**src/rtl/filter_median_stream.sv**
```systemverilog
// Streaming rank filter: median/min/max/bypass over the last WIN accepted samples.
// Three-stage pipeline: window update, rank computation, result selection.
module filter_median_stream #(
  parameter int BIT = 8,
  parameter int WIN = 9
) (
  input  logic           clk,
  input  logic           rst,
  input  logic           in_valid,
  input  logic [BIT-1:0] pixel,
  input  logic [1:0]     mode,
  input  logic           flush,
  output logic           out_valid,
  output logic [BIT-1:0] median
);

  localparam int RW = $clog2(WIN);
  localparam int FW = $clog2(WIN + 1);

  typedef enum logic [1:0] {
    MODE_MEDIAN = 2'd0,
    MODE_MIN    = 2'd1,
    MODE_MAX    = 2'd2,
    MODE_BYPASS = 2'd3
  } mode_t;

  logic [BIT-1:0] win    [WIN];
  logic [FW-1:0]  fill;
  logic           s1_valid;
  mode_t          s1_mode;

  logic [RW-1:0]  rank_c [WIN];
  logic [RW-1:0]  rank_q [WIN];
  logic [BIT-1:0] win_q  [WIN];
  logic           s2_valid;
  mode_t          s2_mode;

  logic [RW-1:0]  target;
  logic [BIT-1:0] sel;

  // Stage 1: window shift register (win[0] is newest) and saturating fill count.
  // NOTE: sequential state uses non-blocking assignments so every register samples pre-edge values.
  always_ff @(posedge clk) begin
    if (rst || flush) begin
      // NOTE: the window is a small register array, so clearing it in a loop is cheap and keeps outputs deterministic.
      for (int i = 0; i < WIN; i++) win[i] <= '0;
      fill     <= '0;
      s1_valid <= 1'b0;
      s1_mode  <= MODE_MEDIAN;
    end else begin
      s1_valid <= in_valid && (fill >= FW'(WIN - 1));
      if (in_valid) begin
        win[0] <= pixel;
        for (int i = 1; i < WIN; i++) win[i] <= win[i-1];
        if (fill != FW'(WIN)) fill <= fill + FW'(1);
        s1_mode <= mode_t'(mode);
      end
    end
  end

  // Tie-break on index so ranks stay a permutation even with equal values.
  always_comb begin
    // NOTE: every always_comb output gets a default first so no latch is inferred.
    for (int i = 0; i < WIN; i++) begin
      rank_c[i] = '0;
      for (int j = 0; j < WIN; j++) begin
        if ((win[j] < win[i]) || ((win[j] == win[i]) && (j < i)))
          rank_c[i] = rank_c[i] + RW'(1);
      end
    end
  end

  // Stage 2: ranks, window copy and mode travel together.
  always_ff @(posedge clk) begin
    if (rst) begin
      for (int i = 0; i < WIN; i++) begin
        rank_q[i] <= '0;
        win_q[i]  <= '0;
      end
      s2_valid <= 1'b0;
      s2_mode  <= MODE_MEDIAN;
    end else begin
      s2_valid <= s1_valid && !flush;
      rank_q   <= rank_c;
      win_q    <= win;
      s2_mode  <= s1_mode;
    end
  end

  always_comb begin
    target = RW'((WIN - 1) / 2);
    unique case (s2_mode)
      MODE_MIN: target = '0;
      MODE_MAX: target = RW'(WIN - 1);
      default:  target = RW'((WIN - 1) / 2);
    endcase
    sel = '0;
    if (s2_mode == MODE_BYPASS) begin
      sel = win_q[0];
    end else begin
      for (int i = 0; i < WIN; i++)
        if (rank_q[i] == target) sel = win_q[i];
    end
  end

  // Stage 3: registered result; median holds while no result is presented.
  always_ff @(posedge clk) begin
    if (rst) begin
      out_valid <= 1'b0;
      median    <= '0;
    end else if (flush) begin
      out_valid <= 1'b0;
    end else begin
      out_valid <= s2_valid;
      if (s2_valid) median <= sel;
    end
  end

endmodule
```
**config.mk**
```make
export PLATFORM = sky130hd
export DESIGN_NAME = filter_median_stream
export DESIGN_NICKNAME = d
export VERILOG_FILES = /design/src/rtl/filter_median_stream.sv
export SDC_FILE = /design/constraint.sdc
export NUM_CORES = 1
export LEC_CHECK = 0
export ABC_CLOCK_PERIOD_IN_PS = 15500
export BUFFER_PORTS_ARGS = -buffer_cell sky130_fd_sc_hd__buf_4
export CORE_AREA = 2 2 207 209
export DETAILED_ROUTE_END_ITERATION = 8
export DIE_AREA = 0 0 209 211
export PLACE_DENSITY = 0.6
export SLEW_MARGIN = 40
export SYNTH_ARGS = -nofsm -noshare
export SYNTH_HDL_FRONTEND = slang
export SYNTH_SLANG_ARGS = --single-unit
```
**constraint.sdc**
```tcl
create_clock -name clk -period 15.5 [get_ports clk]
set_clock_uncertainty 0.05 [all_clocks]
set_input_delay 0 -clock clk [delete_from_list [all_inputs] [get_ports clk]]
set_output_delay 0 -clock clk [all_outputs]
set_load 0.01 [all_outputs]
```
==> run metrics, run 1 <==
Max-slew headroom 42.6%; post-synthesis sequential area ratio 20.8%; remaining antenna violation count after routing 0; initial antenna violation count 0; CTS Hold Bufs 20; fin. max-slew vios 0; LEAKAGE 0.00909 uW; Crit path largest cell delay 0.62 ns; Top-Level Pins 23; dpl ws 9.07 ns; Reg area 0.00398 mm2; synthesis-to-finish area growth 8.15%; final instance area 0.0207 mm2; H-tree levels 4; cell count after synthesis 2271; DR iter-0 viols 1223; first-pass GRT wire length 96500 um; Tmin final 6.43 ns; Vias 17200; most used cell, CP ha_1; nets 2662; crit start category flop; total grt overflow 0; WL per Instance 21.9 um; global placer's final weighted congestion 0.948; TritonCTS clock tree yes; Port Buffers 22; CTS Buf Count 17; FF+latch count, synth 199; mux cell area share after synthesis 5.46%; DRC viols 0; maximum clock insertion buffer count 2; RSZ-0062 raised after global routing false; Clock Pin Slew Worst Setup and Hold Paths 0.08 ns; final WL 62100 um; Post-Synth XOR/XNOR Area 7.98%; Synth area leaders ha_1 (24%), dfxtp_1 (21%), mux2i_1 (5.0%); Worst Hold Path Cells 2; status finished clean; largest family of logic cells by synthesized area adder cells; Pre-antenna DRT Iters 5; clk_lat worst skew 0.47 ns; area leader, netlist ha_1; gr usage total 28.5%; initial core utilization 45.8%; Max VDD drop 0.0000650 V; Post-synth top cells ha_1 (367), nor2_1 (240), dfxtp_1 (199); Vias per Instance 6.06; post-cts resize count 0; Compound-Gate Fraction of Synth Area 18.6%; WP data required 15.78 ns; setup TNS 0 ns; hpwl dp 46800 um; Worst EP arrival 6.71 ns; syn nets 2652; CP Capture Type flop; CP Max Fanout 14; Cell Pwr Density 84.1 mW/mm2; final setup fails 0; syn avg cell area 8.42 um2; most numerous cell in the Yosys netlist ha_1; R2R depth 29; row count 75; Synth Flop Type dfxtp_1; Root Driver clkbuf_16; Final Hold Violating Endpoints 0; core region area 0.0418 mm2; period utilisation layout 41.5%; async set or reset register ratio after synthesis 0%; crit path kind reg -> reg; Cell variety after synth 101; Die Area 0.0441 mm2; placed cells 2781; ratio of cells with drive above 1 in the final layout 6.36%; placed cell area 0.0199 mm2; Die Span Y 211 um; setup ws final 9.07 ns; Antenna Cells 0; MaxCap Viol Count 0; Post-synth EDFFs 0; post-synth top area share 24.0%; simple-gate portion of the synthesized area 18.6%; fill cell count 4037; Multi-input gate area 0.0143 mm2; clk sinks 199; Adder-Cell Fraction of Synth Area 24.0%; worst slew pin tran 0.859 ns; largest net degree at the start of global routing 81; fmax 156 MHz; worst hold path class in -> reg; chip width 209 um; Mapped Area 0.0191 mm2; vias in the first global route 16900; warnings from Yosys 0; slowest CP cell dfxtp_1; Post-CTS Setup Bufs 0; fin cells 2833
## critical path, delay by kind of cell, from the launching register on
family	cells	cell delay, ns
simple gates	7	1.07
xor+xnor	5	0.76
buf+inv	2	0.26
fa+ha+maj	5	1.63
flops	1	0.62
compound gates	10	1.86
## cell usage in the layout, fill, tap and decap left out, types with 7 or more instances in the layout
cell type	count
nor4_1	7
o22ai_1	18
clkbuf_16	17
and4_1	13
and3_1	30
and2_1	10
dlygate4sd3_1	20
or2_2	8
xor2_1	41
nand4_1	55
nor2b_1	55
a21o_1	44
ha_1	366
xnor2_2	7
o211ai_1	43
xnor2_1	80
mux2i_1	95
nor3b_1	7
a211o_1	11
a211oi_1	20
o21a_1	28
nand2_1	120
inv_1	143
a31oi_1	11
nor2_1	240
buf_4	43
nor3_1	31
a22oi_1	7
a21oi_1	138
o21ai_1	22
nand2b_1	21
o21ai_0	84
o311ai_0	10
xnor3_1	7
dfxtp_1	199
nand3_1	66
## final timing paths
check        slack (ns)  startpoint        end
max reg2reg        9.07     win[57]  rank_q[2]
min reg2reg        0.36    s1_valid   s2_valid
min                0.03         rst  win_q[51]
max                9.07     win[57]  rank_q[2]
## where the power goes
group	leakage, uW	switching, uW	internal [uW]
Combinational	0.00718	403	314
Clock	0.000296	241	238
Sequential	0.00161	11.5	533
## flip-flops by register name, summed over array words and instances, names as in the netlist
signal     count
rank_q        36
median         8
s2_mode        2
fill           4
win           72
s1_valid       1
win_q         72
s1_mode        2
out_valid      1
s2_valid       1
## kinds of logic after synthesis
group	after synthesis
xor gates and xnor gates	143
and+or+nand+nor	708
DFF	199
AOI/OAI and AO/OA	532
buffers and inverters	219
adders and majority gates	367
muxes	103
## per-layer routing
metal,wire length [um],GRT usage (%),up-vias,part of all wire (%)
li1,-,-,8280,-
met1,27500,36.7,8264,44
met2,29000,48.3,512,47
met3,3260,3.54,124,5.3
met4,2370,12.0,0,3.8
met5,0,0,-,0
## stage by stage
step	hold WS [ns]	utilization [%]	total power [uW]
after floorplan	0.0968	-	1100
after global placement	0.185	47.5	1250
after detailed placement	0.193	47.6	1260
after CTS	0.0174	49.5	1740
after global routing	0.0639	49.5	1850
final	0.0338	49.5	1740
## cell type report
class / count / area share [%]
clock inverter: 13 / 0.828
inverter: 145 / 2.63
multi-input combinational: 1853 / 69.3
clock buffer: 19 / 2.14
sequential: 199 / 19.3
tap: 539 / 3.26
timing repair buffer: 65 / 2.64
(Power assumes the default switching activity.)
==> run 2, diff against run 1 <==
Settings changed: ABC_CLOCK_PERIOD_IN_PS 15500 to 6600.
Clock period 15.5 ns to 6.6 ns, I/O delays scaled along.
==> run metrics, run 2 (same netlist as run 1, synthesis figures left out) <==
dpl ws 0.435 ns; Post-CTS Setup Bufs 0; fin. max-slew vios 0; Die Span Y 211 um; placed cell area 0.0203 mm2; met1 usage 37.3%; Cell Pwr Density 195 mW/mm2; clk_lat worst skew 0.48 ns; Root Driver clkbuf_16; DR iter-0 viols 1420; most common cell after layout, fill and taps aside ha_1; total grt overflow 0; fmax 165 MHz; MaxCap Viol Count 0; TritonCTS clock tree yes; Max VDD drop 0.000133 V; WL per Instance 21.8 um; slowest CP cell dfxtp_1; Worst Hold Path Cells 3; clk sinks 199; setup ws final 0.543 ns; met3 Usage GRT 4.00%; setup TNS 0 ns; Final Hold Violating Endpoints 0; final setup fails 0; first-pass GRT wire length 96700 um; Regs by FF count win x72, win_q x72, rank_q x36; Die Area 0.0441 mm2; LEAKAGE 0.00935 uW; CP Max Fanout 9; core region area 0.0418 mm2; Vias per Instance 6.05; Vias 17400; crit path kind reg -> reg; status finished clean; total power 4100 uW; hpwl dp 49000 um; GR met2 Demand/Resource 47.0%; maximum clock insertion buffer count 2; H-tree levels 4; Crit path largest cell delay 0.57 ns; row count 75; nets 2710; ratio of cells with drive above 1 in the final layout 8.71%; Clock Pin Slew Worst Setup and Hold Paths 0.09 ns; Pre-antenna DRT Iters 6; crit start category flop; Port Buffers 22; R2R depth 29; most frequent cells in the layout ha_1 (367), nor2_1 (240), dfxtp_1 (197); initial core utilization 45.8%; CTS Buf Count 17; worst slew pin tran 0.881 ns; Tmin final 6.06 ns; final instance area 0.0210 mm2; gr usage total 28.7%; WP data required 6.88 ns; largest net degree at the start of global routing 81; CP Capture Type flop; remaining antenna violation count after routing 0; hold slack final 0.0180 ns; Worst EP arrival 6.34 ns; final WL 62700 um; initial antenna violation count 0; Antenna Cells 0; busiest grt layer met2; Max-slew headroom 41.3%; vias in the first global route 16800; RSZ-0062 raised after global routing false; global placer's final weighted congestion 0.932; most used cell, CP ha_1; period utilisation layout 91.8%; worst hold path class in -> reg; synthesis-to-finish area growth 9.90%; chip width 209 um; DRC viols 0; Top-Level Pins 23
[run 2: metrics by stage]
stage / instances / utilization, %
floorplan: 2271 / -
global placement: 2838 / 48.5
global route: 2881 / 50.4
detailed placement: 2838 / 48.6
finish: 2881 / 50.4
CTS: 2881 / 50.3
[run 2: cell type report]
cell class                      instances  area (um2)
Timing Repair Buffer                  113         883
Inverter                              145         544
Fill cell                            3958       20700
Multi-Input combinational cell       1853       14300
Clock buffer                           18         439
Clock inverter                         14         163
Sequential cell                       199        3990
Tap cell                              539         674
[run 2: metal layers]
layer | wire length, um | share of wire (%)
met1 | 27300 | 44
met2 | 28400 | 45
met3 | 3990 | 6.4
met4 | 3000 | 4.8
met5 | 0 | 0
[run 2: final timing paths]
kind / from / endpoint / slack (ns)
worst max-delay path: win[49] / rank_q[27] / 0.54
worst min-delay path: flush / out_valid / 0.02
worst max register to register: win[49] / rank_q[27] / 0.54
worst min register to register: s1_valid / s2_valid / 0.37
[run 2: power by group]
group | leakage (uW) | switching (uW) | internal (uW)
clock | 0.000292 | 576 | 524
combinational | 0.00745 | 975 | 751
sequential | 0.00161 | 25.1 | 1250
total | 0.00935 | 1580 | 2530
[run 2: repair_timing]
action                                  CTS  global route
gates resized for setup                   0             3
hold buffers                             11             0
endpoints found under the setup margin    0             1
endpoints found under the hold margin    51             0
[run 2: critical path: cells and delay by family, from the launching register on]
kind	cells	cell delay [ns]
XOR/XNOR	5	1.12
buffers and inverters	3	0.45
AND/OR/NAND/NOR	7	0.65
flip-flops	1	0.57
AO/OA/AOI/OAI	9	1.74
adder cells (fa/ha/maj)	5	1.33
==> run 3, diff against run 2 <==
Settings changed: CTS_BUF_LIST set to sky130_fd_sc_hd__clkbuf_8 sky130_fd_sc_hd__clkbuf_16, SLEW_MARGIN 40 to 0.
==> run metrics, run 3 (same netlist as run 1, synthesis figures left out) <==
maximum clock insertion buffer count 2; most frequent cells in the layout ha_1 (367), nor2_1 (240), dfxtp_1 (197); fin cells 2881; most common cell after layout, fill and taps aside ha_1; FF-to-FF Start win[67]; fmax 164 MHz; Max-slew headroom 31.5%; MaxCap Viol Count 0; Vias per Instance 6.01; Clock Pin Slew Worst Setup and Hold Paths 0.09 ns; Cell Pwr Density 196 mW/mm2; Root Driver clkbuf_16; Max VDD drop 0.000137 V; Top-Level Pins 23; crit path kind reg -> reg; clk sinks 199; Antenna Cells 0; vias in the first global route 16800; initial antenna violation count 0; first-pass GRT wire length 96900 um; LEAKAGE 0.00934 uW; DRC viols 0; Die Area 0.0441 mm2; Worst EP arrival 6.39 ns; Regs by FF count win x72, win_q x72, rank_q x36; period utilisation layout 92.3%; WL per Instance 21.9 um; WP data required 6.90 ns; initial core utilization 45.8%; Die Span Y 211 um; H-tree levels 4; placed cells 2838; row count 75; FF-to-FF setup slack 0.51 ns; worst slew pin tran 1.02 ns; Tmin final 6.09 ns; R2R depth 23; Worst Hold Path Cells 3; Worst Hold Endpoint out_valid; remaining antenna violation count after routing 0; global placer's final weighted congestion 0.932; total grt overflow 0; final setup fails 0; status finished clean; CP Capture Type flop; RR Endpoint rank_q[7]; DR iter-0 viols 1413; setup TNS 0 ns; hold path startpoint flush; TritonCTS clock tree yes; Vias 17300; Pre-antenna DRT Iters 5; nets 2710; synthesis-to-finish area growth 9.70%; CTS Buf Count 17; final instance area 0.0210 mm2; final WL 63000 um; Final Hold Violating Endpoints 0; crit path from win[67]; worst hold path class in -> reg; crit start category flop; setup ws final 0.511 ns; dpl ws 0.413 ns; ratio of cells with drive above 1 in the final layout 8.58%; hpwl dp 49000 um; CP Max Fanout 11; Post-CTS Setup Bufs 0; hold slack final 0.0312 ns; chip width 209 um; core region area 0.0418 mm2; gr usage total 28.8%; placed cell area 0.0203 mm2; fin. max-slew vios 0; RSZ-0062 raised after global routing false; Port Buffers 22; clk_lat worst skew 0.48 ns; largest net degree at the start of global routing 81
-- run 3: cell types whose count changed in the layout (fill, tap and decap cells not counted), sizes merged --
cell and change:
clkbuf -1, clkinv +1
-- run 3: stage by stage --
step	total power, uW	util, %
after floorplan	2590	-
final	4100	50.3
after global placement	2970	48.5
after detailed placement	3000	48.5
after global routing	4340	50.3
after CTS	4100	50.2
-- run 3: repair_timing --
item	in CTS	in global routing
setup endpoints to repair	0	1
hold buffers	11	0
gates resized for setup	0	3
endpoints found under the hold margin	51	0
-- run 3: how the worst max path moves through the flow --
stage               depth (start not counted)          to  slack (ns)
finish                                     23   rank_q[7]        0.51
global route                               29  rank_q[27]        0.04
CTS                                        29  rank_q[35]        0.37
detailed placement                         29  rank_q[35]        0.41
global placement                           29  rank_q[35]        0.57
floorplan                                  28  rank_q[13]        1.16
-- run 3: power by group --
part / internal [uW] / switching (uW) / leakage [uW]
registers: 1250 / 25.1 / 0.00161
logic: 751 / 977 / 0.00743
clock network: 515 / 584 / 0.000293
-- run 3: area by class of cell --
cell class | instances | area [um2]
Clock buffer | 17 | 425
Clock inverter | 15 | 174
Fill cell | 3945 | 20800
Inverter | 145 | 544
Multi-Input combinational cell | 1853 | 14300
Sequential cell | 199 | 3990
Tap cell | 539 | 674
Timing Repair Buffer | 113 | 876
-- run 3: metal layers --
metal  GRT usage, %  routed length (um)  vias to the layer above
li1               -                   -                     8366
met1           37.7               28500                     8331
met2           47.3               28300                      497
met3           3.09                2970                      130
met4           14.0                3130                        0
met5              0                   0                        -
-- run 3: worst max-delay path: stages (launching register included) --
cell and delay, ns:
dfxtp_1 0.77, ha_1 0.38, a21o_1 0.18, a21oi_1 0.14
a21oi_1 0.08, a211oi_1 0.23, a31oi_1 0.07, buf_4 0.18
ha_1 0.36, a2111oi_0 0.78, nor4_4 0.06, xor2_1 0.25
ha_1 0.28, or3b_1 0.37, o221ai_1 0.13, xor2_1 0.11
mux2_2 0.29, ha_1 0.20, nand2_1 0.08, xnor2_1 0.14
xnor2_1 0.17, nor3b_1 0.09, a21oi_1 0.19, mux2_1 0.34
